===== config.mk =====
export PLATFORM = sky130hd
export DESIGN_NAME = nn_host_sequencer
export DESIGN_NICKNAME = d
export VERILOG_FILES = /design/src/rtl/nn_host_sequencer.sv
export SDC_FILE = /design/constraint.sdc
export NUM_CORES = 1
export LEC_CHECK = 0
export ABC_AREA = 1
export BUFFER_PORTS_ARGS = -buffer_cell sky130_fd_sc_hd__buf_4
export CAP_MARGIN = 40
export CORE_ASPECT_RATIO = 1.25
export CORE_MARGIN = 3
export CORE_UTILIZATION = 60
export CTS_CLUSTER_DIAMETER = 50
export DETAILED_ROUTE_END_ITERATION = 10
export PLACE_DENSITY = 0.95
export SLEW_MARGIN = 20
export SYNTH_ARGS = -nofsm -noshare
export SYNTH_HDL_FRONTEND = slang
export SYNTH_SLANG_ARGS = --single-unit

===== constraint.sdc =====
create_clock -name clk -period 5.4 [get_ports clk]
set_clock_uncertainty 0.1 [all_clocks]
set_input_delay 0.54 -clock clk [delete_from_list [all_inputs] [get_ports clk]]
set_output_delay 0.54 -clock clk [all_outputs]
set_load 0.01 [all_outputs]

===== src/rtl/nn_host_sequencer.sv =====
// Host-side sequencer for nn_accelerator: packs streamed features, starts a run,
// waits for completion under a watchdog, then reduces the scores to an argmax.
module nn_host_sequencer #(
    parameter int N_IN    = 4,
    parameter int N_OUT   = 10,
    parameter int DW      = 8,
    parameter int TIMEOUT = 1024
) (
    input  logic                clk,
    input  logic                rst,
    input  logic                in_valid,
    input  logic [DW-1:0]       in_data,
    output logic                in_ready,
    output logic [N_IN*DW-1:0]  acc_data_in,
    output logic                acc_start,
    input  logic [N_OUT*DW-1:0] acc_data_out,
    input  logic                acc_done,
    output logic                res_valid,
    output logic [3:0]          res_class,
    output logic [DW-1:0]       res_score,
    output logic                res_error,
    input  logic                res_ready,
    output logic                busy
);

    localparam int FI_W = (N_IN > 1) ? $clog2(N_IN) : 1;
    localparam int WD_W = $clog2(TIMEOUT);

    localparam logic [FI_W-1:0] FI_LAST  = FI_W'(N_IN - 1);
    localparam logic [WD_W-1:0] WD_LAST  = WD_W'(TIMEOUT - 1);
    localparam logic [3:0]      IDX_LAST = 4'(N_OUT - 1);

    localparam logic [2:0] S_LOAD   = 3'd0;
    localparam logic [2:0] S_START  = 3'd1;
    localparam logic [2:0] S_WAIT   = 3'd2;
    localparam logic [2:0] S_ARGMAX = 3'd3;
    localparam logic [2:0] S_OUTPUT = 3'd4;

    logic [2:0]      state_q, state_d;
    logic [FI_W-1:0] fidx_q;
    logic [WD_W-1:0] wdog_q;
    logic [3:0]      idx_q;
    logic [DW-1:0]   best_q;
    logic [3:0]      best_idx_q;
    logic [DW-1:0]   feats_q  [N_IN];
    logic [DW-1:0]   scores_q [N_OUT];
    logic [3:0]      res_class_q;
    logic [DW-1:0]   res_score_q;
    logic            res_error_q;

    logic [DW-1:0]   cur_score;
    logic            take;
    logic [DW-1:0]   best_d;
    logic [3:0]      best_idx_d;

    assign in_ready  = (state_q == S_LOAD);
    assign acc_start = (state_q == S_START);
    assign res_valid = (state_q == S_OUTPUT);
    assign busy      = (state_q != S_LOAD);
    assign res_class = res_class_q;
    assign res_score = res_score_q;
    assign res_error = res_error_q;

    always_comb begin
        acc_data_in = '0;
        for (int i = 0; i < N_IN; i++) begin
            acc_data_in[i*DW +: DW] = feats_q[i];
        end
    end

    // Strict greater-than keeps the lowest index on ties; slot 0 always seeds.
    always_comb begin
        cur_score  = scores_q[idx_q];
        take       = (idx_q == 4'd0) || (cur_score > best_q);
        best_d     = take ? cur_score : best_q;
        best_idx_d = take ? idx_q : best_idx_q;
    end

    always_comb begin
        state_d = state_q;
        case (state_q)
            S_LOAD:   if (in_valid && (fidx_q == FI_LAST)) state_d = S_START;
            S_START:  state_d = S_WAIT;
            S_WAIT: begin
                if (acc_done)                state_d = S_ARGMAX;
                else if (wdog_q == WD_LAST)  state_d = S_OUTPUT;
            end
            S_ARGMAX: if (idx_q == IDX_LAST) state_d = S_OUTPUT;
            S_OUTPUT: if (res_ready) state_d = S_LOAD;
            default:  state_d = S_LOAD;
        endcase
    end

    always_ff @(posedge clk) begin
        if (!rst) begin
            state_q     <= S_LOAD;
            fidx_q      <= '0;
            wdog_q      <= '0;
            idx_q       <= '0;
            best_q      <= '0;
            best_idx_q  <= '0;
            res_class_q <= '0;
            res_score_q <= '0;
            res_error_q <= 1'b0;
            for (int i = 0; i < N_IN; i++)  feats_q[i]  <= '0;
            for (int j = 0; j < N_OUT; j++) scores_q[j] <= '0;
        end else begin
            state_q <= state_d;
            case (state_q)
                S_LOAD: begin
                    if (in_valid) begin
                        feats_q[fidx_q] <= in_data;
                        fidx_q <= (fidx_q == FI_LAST) ? '0 : fidx_q + FI_W'(1);
                    end
                end
                S_START: wdog_q <= '0;
                S_WAIT: begin
                    // Completion takes priority over a watchdog expiry on the same edge.
                    if (acc_done) begin
                        for (int j = 0; j < N_OUT; j++) scores_q[j] <= acc_data_out[j*DW +: DW];
                        idx_q      <= '0;
                        best_q     <= '0;
                        best_idx_q <= '0;
                    end else if (wdog_q == WD_LAST) begin
                        res_error_q <= 1'b1;
                        res_class_q <= 4'hF;
                        res_score_q <= '0;
                    end else begin
                        wdog_q <= wdog_q + WD_W'(1);
                    end
                end
                S_ARGMAX: begin
                    best_q     <= best_d;
                    best_idx_q <= best_idx_d;
                    idx_q      <= idx_q + 4'd1;
                    if (idx_q == IDX_LAST) begin
                        res_class_q <= best_idx_d;
                        res_score_q <= best_d;
                        res_error_q <= 1'b0;
                    end
                end
                S_OUTPUT: if (res_ready) res_error_q <= 1'b0;
                default: ;
            endcase
        end
    end

endmodule


==> impl_metrics.tcl, run 1 <==
set metrics [dict create \
    outcome "finished, final reports clean" \
    syn_nets 998 \
    overflow 0 \
    track_usage 0.2492 \
    ant_nets 0 \
    synth_seq_cells 160 \
    vias 6043 \
    crit_path_end_kind "flop" \
    yosysSeqAreaShare 0.5757 \
    cts_buffers 17 \
    clock_power_share 0.445 \
    crit_arrival_ps 4010 \
    cp-start-kind "flop" \
    grt_pass1_vias 5808 \
    critPathMaxFanout 41 \
    dp_hpwl_mm 11.89 \
    initialDrtViolationCount 303 \
    synth.cell_area_um2 7511 \
    syn_inst 892 \
    report.power.total_mw 2.774 \
    drc 0 \
    top_layer "met4" \
    cap_violations 0 \
    cts_tree "built" \
    switching_share 0.2068 \
    crit_type "reg -> reg" \
    drt_pass1_iterations 5 \
    fmax_ghz 0.2646 \
    p_sw_mw 0.5737 \
    slew_headroom 0.4929 \
    grt_pass1_wl_mm 26.74 \
    crit_chain "buf_4, inv_1, buf_8, nand2_1, nand3_1, nand3_1, nand3_1, nand2_1, ha_1, a21oi_1, nand2_1, nand2_1, nand2_1, nand2_1, nand2_1, o21ai_0, nand2_1, nand2_1, inv_1" \
    ios 142 \
    synth_edf_count 112 \
    placedInstanceArea_um2 8697 \
    cpPeakStageDelay_ps 390 \
    fin_setup_tns_ps 0 \
    synth-async-reset-ratio 0 \
    dieWidth_um 106.1 \
    hold_viol_final 0 \
    totalWireLength_mm 16.62 \
    coreArea_um2 12220 \
    yosysWarnings 0 \
    setup_viol 0 \
    route.met2.wl_mm 8.647 \
    leakage_nw 4.576 \
    cts_hold_buf 0 \
    cts_buffer_depth 2 \
    cp_slowest_cell "nand2_1" \
    met1Wirelength_mm 6.357 \
    nets 1130 \
    combPwrFrac 0.063 \
    synth_top_area_frac 0.4478 \
    cpMostUsedCell "nand2_1" \
    h-tree-depth 4 \
    start_util 0.6147 \
    routed_via_density 5.032 \
    worst_hold_path_type "in -> reg" \
    p_int_mw 2.200 \
    drv_slew 0 \
    post-cts-setup-buffers 0 \
    place_congestion 0.8810 \
    grt_max_degree 81 \
    cts_sinks 160 \
    ys_top_cells_by_area "edfxtp_1 45%, dfxtp_1 13%, inv_1 9.3%" \
    yosysTopAreaCell "edfxtp_1" \
    diodes 0 \
    path_buf_inv 4 \
    final_area_um2 9300 \
    cts_resized 0 \
    area_growth_pct 23.82 \
    numPortBuffers 141 \
    layout-drive-gt1-share 0.1938 \
    wl_met3_mm 1.078 \
    fin_crit_sh 0.7000 \
    peakVddDrop_v 0.0003211 \
    wire_per_inst_um 13.84 \
    synth_cell_types 35 \
    die_area_um2 13900 \
    p_per_area_nw_per_um2 298.3 \
    rows 45 \
    seq_power_share 0.492 \
    synth_ff_type "edfxtp_1" \
    rsz0062_at_grt "no" \
    synth.avg_cell_area_um2 8.420 \
    clock_latency_ps 430 \
    die_h_um 131.1 \
    antenna_found_initial 0 \
    worstMarginPinSlew_ps 760.7 \
    fin_crit_ps 3780 \
    crit_required_ps 5630 \
    cts_root_buf "clkbuf_16" \
    cts.clk_slew.worst_paths_ps 60 \
    crit_family "simple AND/OR/NAND/NOR gates" \
]
synth_stat cells, types with 3 or more instances:
cell      number
inv_1        186
nand3_1       71
clkbuf_1      18
nor2_2         4
edfxtp_1     112
a21oi_1       33
nor2_1       146
a31oi_1        3
nand2_2        6
nand4_1        3
dfxtp_1       48
ha_1          13
nand2_1      177
inv_2          9
o21ai_0       20
buf_2         11
o21ai_1       10
sequential cells by signal (all words and copies together), names as in the netlist, named ones only:
name / flops
state_q: 3
res_score: 8
scores_q: 80
feats_q: 32
wdog_q: 10
best_idx_q: 4
res_class: 4
res_error: 1
idx_q: 4
best_q: 8
fidx_q: 2
worst reg2reg max path, stage by stage, from the launching register on:
cell and delay, ps:
dfxtp_1 310, buf_4 360, inv_1 300, buf_8 240, nand2_1 90, nand3_1 80, nand3_1 130, nand3_1 110
nand2_1 150, ha_1 250, a21oi_1 200, nand2_1 80, nand2_1 60, nand2_1 50, nand2_1 270, nand2_1 390
o21ai_0 320, nand2_1 80, nand2_1 70, inv_1 40
metal layers:
metal,vias up,global-route usage
met2,236,0.4546
met3,41,0.05390
met4,0,0.1143
met1,2734,0.2814
met5,-,0
li1,3032,-
power groups by stage:
stage / sequential (mW) / combinational (mW) / clock [mW]
2_1_floorplan: 1.40 / 0.0694 / 0
3_3_place_gp: 1.39 / 0.168 / 0
3_5_place_dp: 1.39 / 0.175 / 0
4_1_cts: 1.36 / 0.177 / 1.24
5_1_grt: 1.37 / 0.196 / 1.29
6_report: 1.36 / 0.175 / 1.23
per-stage QoR:
stage,instances,setup WS [ps],hold WS (ps),util
after CTS,1201,1709,299.5,0.7612
after global routing,1201,1231,302.2,0.7612
after detailed placement,1169,1740,366.2,0.7118
after global placement,1167,1573,351.6,0.7083
final,1201,1620,299.5,0.7612
after floorplan,892,2144,341.0,-
layout make-up:
cell class	count	area [um^2]
Sequential cell	160	4324
Fill cell	820	2918
Multi-Input combinational cell	504	2316
Timing Repair Buffer	145	1116
Inverter	196	735.7
Clock buffer	20	436.7
Tap cell	164	205.2
Clock inverter	12	166.4
kinds of logic (layout without fill, tap and decap cells):
family                     count (synthesis)  after routing  share of synthesized area
AOI/OAI and AO/OA                         75             75                    0.05431
xor gates and xnor gates                   1              1                   0.001166
and+or+nand+nor                          415            415                     0.2299
buffers and inverters                    228            373                     0.1173
DFF                                      160            160                     0.5757
adders and majority gates                 13             13                    0.02166
path summary, 6_finish.rpt:
| check | startpoint | to | slack (ps) | cells past startpoint |
|---|---|---|---|---|
| max | flop | res_class[0] | 1620 | 19 |
| max reg2reg | flop | res_class[0] | 1620 | 19 |
| min reg2reg | wdog_q[8] | wdog_q[8] | 380 | 1 |
| min | acc_data_out[47] | scores_q[5][7] | 300 | 3 |
placed cells by master, fill, tap and decap left out, types with 2 or more instances in the layout:
master / instances
clkinv_1: 2
o21ai_0: 20
nand2_2: 7
nor2_4: 2
nor3_2: 2
nor2_1: 146
o21ai_2: 2
clkinv_2: 3
nand4_1: 3
nor2_2: 4
inv_2: 9
o31ai_1: 2
nand3_1: 71
a21oi_1: 33
dfxtp_1: 48
o21ai_1: 10
ha_1: 13
buf_4: 143
nand2_1: 175
clkbuf_1: 3
clkbuf_16: 17
inv_1: 186
edfxtp_1: 112
clkinvlp_4: 3
a31oi_1: 3
bufinv_16: 4
Power figures use the tool's default switching activity.
==> run 2: changes to the inputs <==
--- a/config.mk
+++ b/config.mk
@@ -10,10 +10,10 @@
 export CAP_MARGIN = 40
 export CORE_ASPECT_RATIO = 1.25
 export CORE_MARGIN = 3
-export CORE_UTILIZATION = 60
+export CORE_UTILIZATION = 56
 export CTS_CLUSTER_DIAMETER = 50
 export DETAILED_ROUTE_END_ITERATION = 10
-export PLACE_DENSITY = 0.95
+export PLACE_DENSITY = 0.91
 export SLEW_MARGIN = 20
 export SYNTH_ARGS = -nofsm -noshare
 export SYNTH_HDL_FRONTEND = slang
==> constraint.sdc (replaced) <==
create_clock -name clk -period 3.9 [get_ports clk]
set_clock_uncertainty 0.1 [all_clocks]
set_input_delay 0.39 -clock clk [delete_from_list [all_inputs] [get_ports clk]]
set_output_delay 0.39 -clock clk [all_outputs]
set_load 0.01 [all_outputs]
==> impl_metrics.tcl, run 2 (same netlist as run 1, synthesis figures left out) <==
set metrics [dict create \
    fmax_ghz 0.3186 \
    overflow 0 \
    cts_root_buf "clkbuf_16" \
    top_regs "scores_q x80, feats_q x32, wdog_q x10" \
    fin_setup_tns_ps 0 \
    fill_cells 962 \
    layout_commonest_cell "inv_1" \
    cp-start-kind "flop" \
    crit_chain "buf_4, inv_1, nand3_1, nand3_1, nand3_1, nand2_1, ha_1, nand2_1, inv_1, nand2_1, nand2_1, nand2_1, nand2_1, nand2_1, nand2_1, o21ai_0, nand2_1, nand2_1, inv_1" \
    grt_pass1_wl_mm 27.54 \
    fin_crit_sh 0.8049 \
    cts_resized 0 \
    track_usage 0.2415 \
    ant_nets 0 \
    vias 6097 \
    area_growth_pct 23.47 \
    cts_tree "built" \
    start_util 0.5826 \
    regMostFlops "scores_q" \
    layout-drive-gt1-share 0.1990 \
    cap_violations 0 \
    crit_cells 19 \
    antenna_found_initial 0 \
    drt_pass1_iterations 5 \
    crit_required_ps 4120 \
    slew_headroom 0.5648 \
    fin_crit_ps 3139 \
    reg2reg_to "res_class[1]" \
    coreArea_um2 12890 \
    die_h_um 135.5 \
    h-tree-depth 4 \
    leakage_nw 4.592 \
    nets 1133 \
    drc 0 \
    cpPeakStageDelay_ps 360 \
    final_area_um2 9274 \
    cpMostUsedCell "nand2_1" \
    wire_per_inst_um 14.28 \
    cp_slowest_cell "inv_1" \
    ios 142 \
    cts.clk_slew.worst_paths_ps 60 \
    crit_path_end_kind "flop" \
    p_per_area_nw_per_um2 398.6 \
    r2r.worst_path.cells 19 \
    placedInstanceArea_um2 8710 \
    rsz0062_at_grt "no" \
    clock_latency_ps 420 \
    initialDrtViolationCount 401 \
    timing.reg2reg.setup_slack_ps 760 \
    worst_hold_path_type "in -> reg" \
    diodes 0 \
    crit_arrival_ps 3360 \
    worstMarginPinSlew_ps 650.6 \
    layout_common_cells "186 x inv_1, 175 x nand2_1, 147 x buf_4, 146 x nor2_1, 112 x edfxtp_1" \
    grt_max_degree 58 \
    die_area_um2 14850 \
    cts_buffers 17 \
    numPortBuffers 141 \
    rows 46 \
    hold_viol_final 0 \
    drv_slew 0 \
    outcome "finished, final reports clean" \
    largest_reg_flops 80 \
    critPathMaxFanout 17 \
    dp_hpwl_mm 12.61 \
    post-cts-setup-buffers 0 \
    place_congestion 0.9103 \
    cts_hold_buf 0 \
    crit_type "reg -> reg" \
    setup_viol 0 \
    totalWireLength_mm 17.25 \
    routed_via_density 5.047 \
    dieWidth_um 109.6 \
    cts_buffer_depth 2 \
    cts_sinks 160 \
    path_buf_inv 4 \
    timing.critical_path.to "res_class[1]" \
    peakVddDrop_v 0.0003176 \
    crit_family "simple AND/OR/NAND/NOR gates" \
    grt_pass1_vias 5904 \
]
## run 2: changes by cell type in the layout (fill, tap and decap cells not counted), moves of 2 or more
cell	previous run	this run
buf_4	143	147
bufinv_16	4	0
clkinvlp_4	3	0
inv_4	0	3
clkbuf_1	3	1
clkbuf_16	17	19
clkbuf_2	0	2
clkbuf_8	0	2
## run 2: where the power goes
| group | switching [mW] | total [mW] | internal (mW) | leakage [nW] |
|---|---|---|---|---|
| Sequential | 0.0205 | 1.89 | 1.87 | 1.55 |
| Combinational | 0.129 | 0.246 | 0.117 | 2.76 |
| Clock | 0.636 | 1.56 | 0.926 | 0.291 |
| Total | 0.785 | 3.70 | 2.91 | 4.59 |
## run 2: final cells by class
cell class	instances	area (um^2)	area share
multi-input cells	504	2316	0.2497
inverters	196	735.7	0.07933
clock inverters	8	47.55	0.005127
repair buffers	148	1124	0.1212
flip-flops and latches	160	4324	0.4663
clock buffers	24	516.7	0.05572
well taps	168	210.2	0.02267
## run 2: metrics by stage
| step | util | cells | hold slack, ps | worst slack (ps) | total power [mW] |
|---|---|---|---|---|---|
| global placement | 0.6740 | 1175 | 362.2 | 900.6 | 2.155 |
| finish | 0.7193 | 1208 | 163.3 | 760.9 | 3.696 |
| global route | 0.7193 | 1208 | 169.8 | 355.9 | 3.811 |
| floorplan | - | 892 | 341.0 | 643.9 | 2.029 |
| detailed placement | 0.6756 | 1176 | 370.3 | 803.6 | 2.169 |
| CTS | 0.7193 | 1208 | 152.3 | 813.9 | 3.715 |
## run 2: tightest hold or removal path: stages
cell and delay, ps:
buf_4 70, inv_1 30, nor2_1 80
## run 2: worst min path at each step
stage,to,slack [ps],start,cells after the start
2_1_floorplan,wdog_q[8],340,wdog_q[8],1
3_3_place_gp,wdog_q[8],360,wdog_q[8],1
3_5_place_dp,wdog_q[8],370,wdog_q[8],1
4_1_cts,scores_q[7][4],150,acc_data_out[60],3
5_1_grt,scores_q[2][5],170,acc_data_out[21],3
6_report,scores_q[7][4],160,acc_data_out[60],3
## run 2: routing by layer
layer / GRT usage / vias to the layer above / routed length, um
met5: 0 / - / 0
met4: 0.1178 / 0 / 559
met3: 0.03958 / 44 / 942
met2: 0.4341 / 250 / 9159
met1: 0.2739 / 2761 / 6584
li1: - / 3042 / -
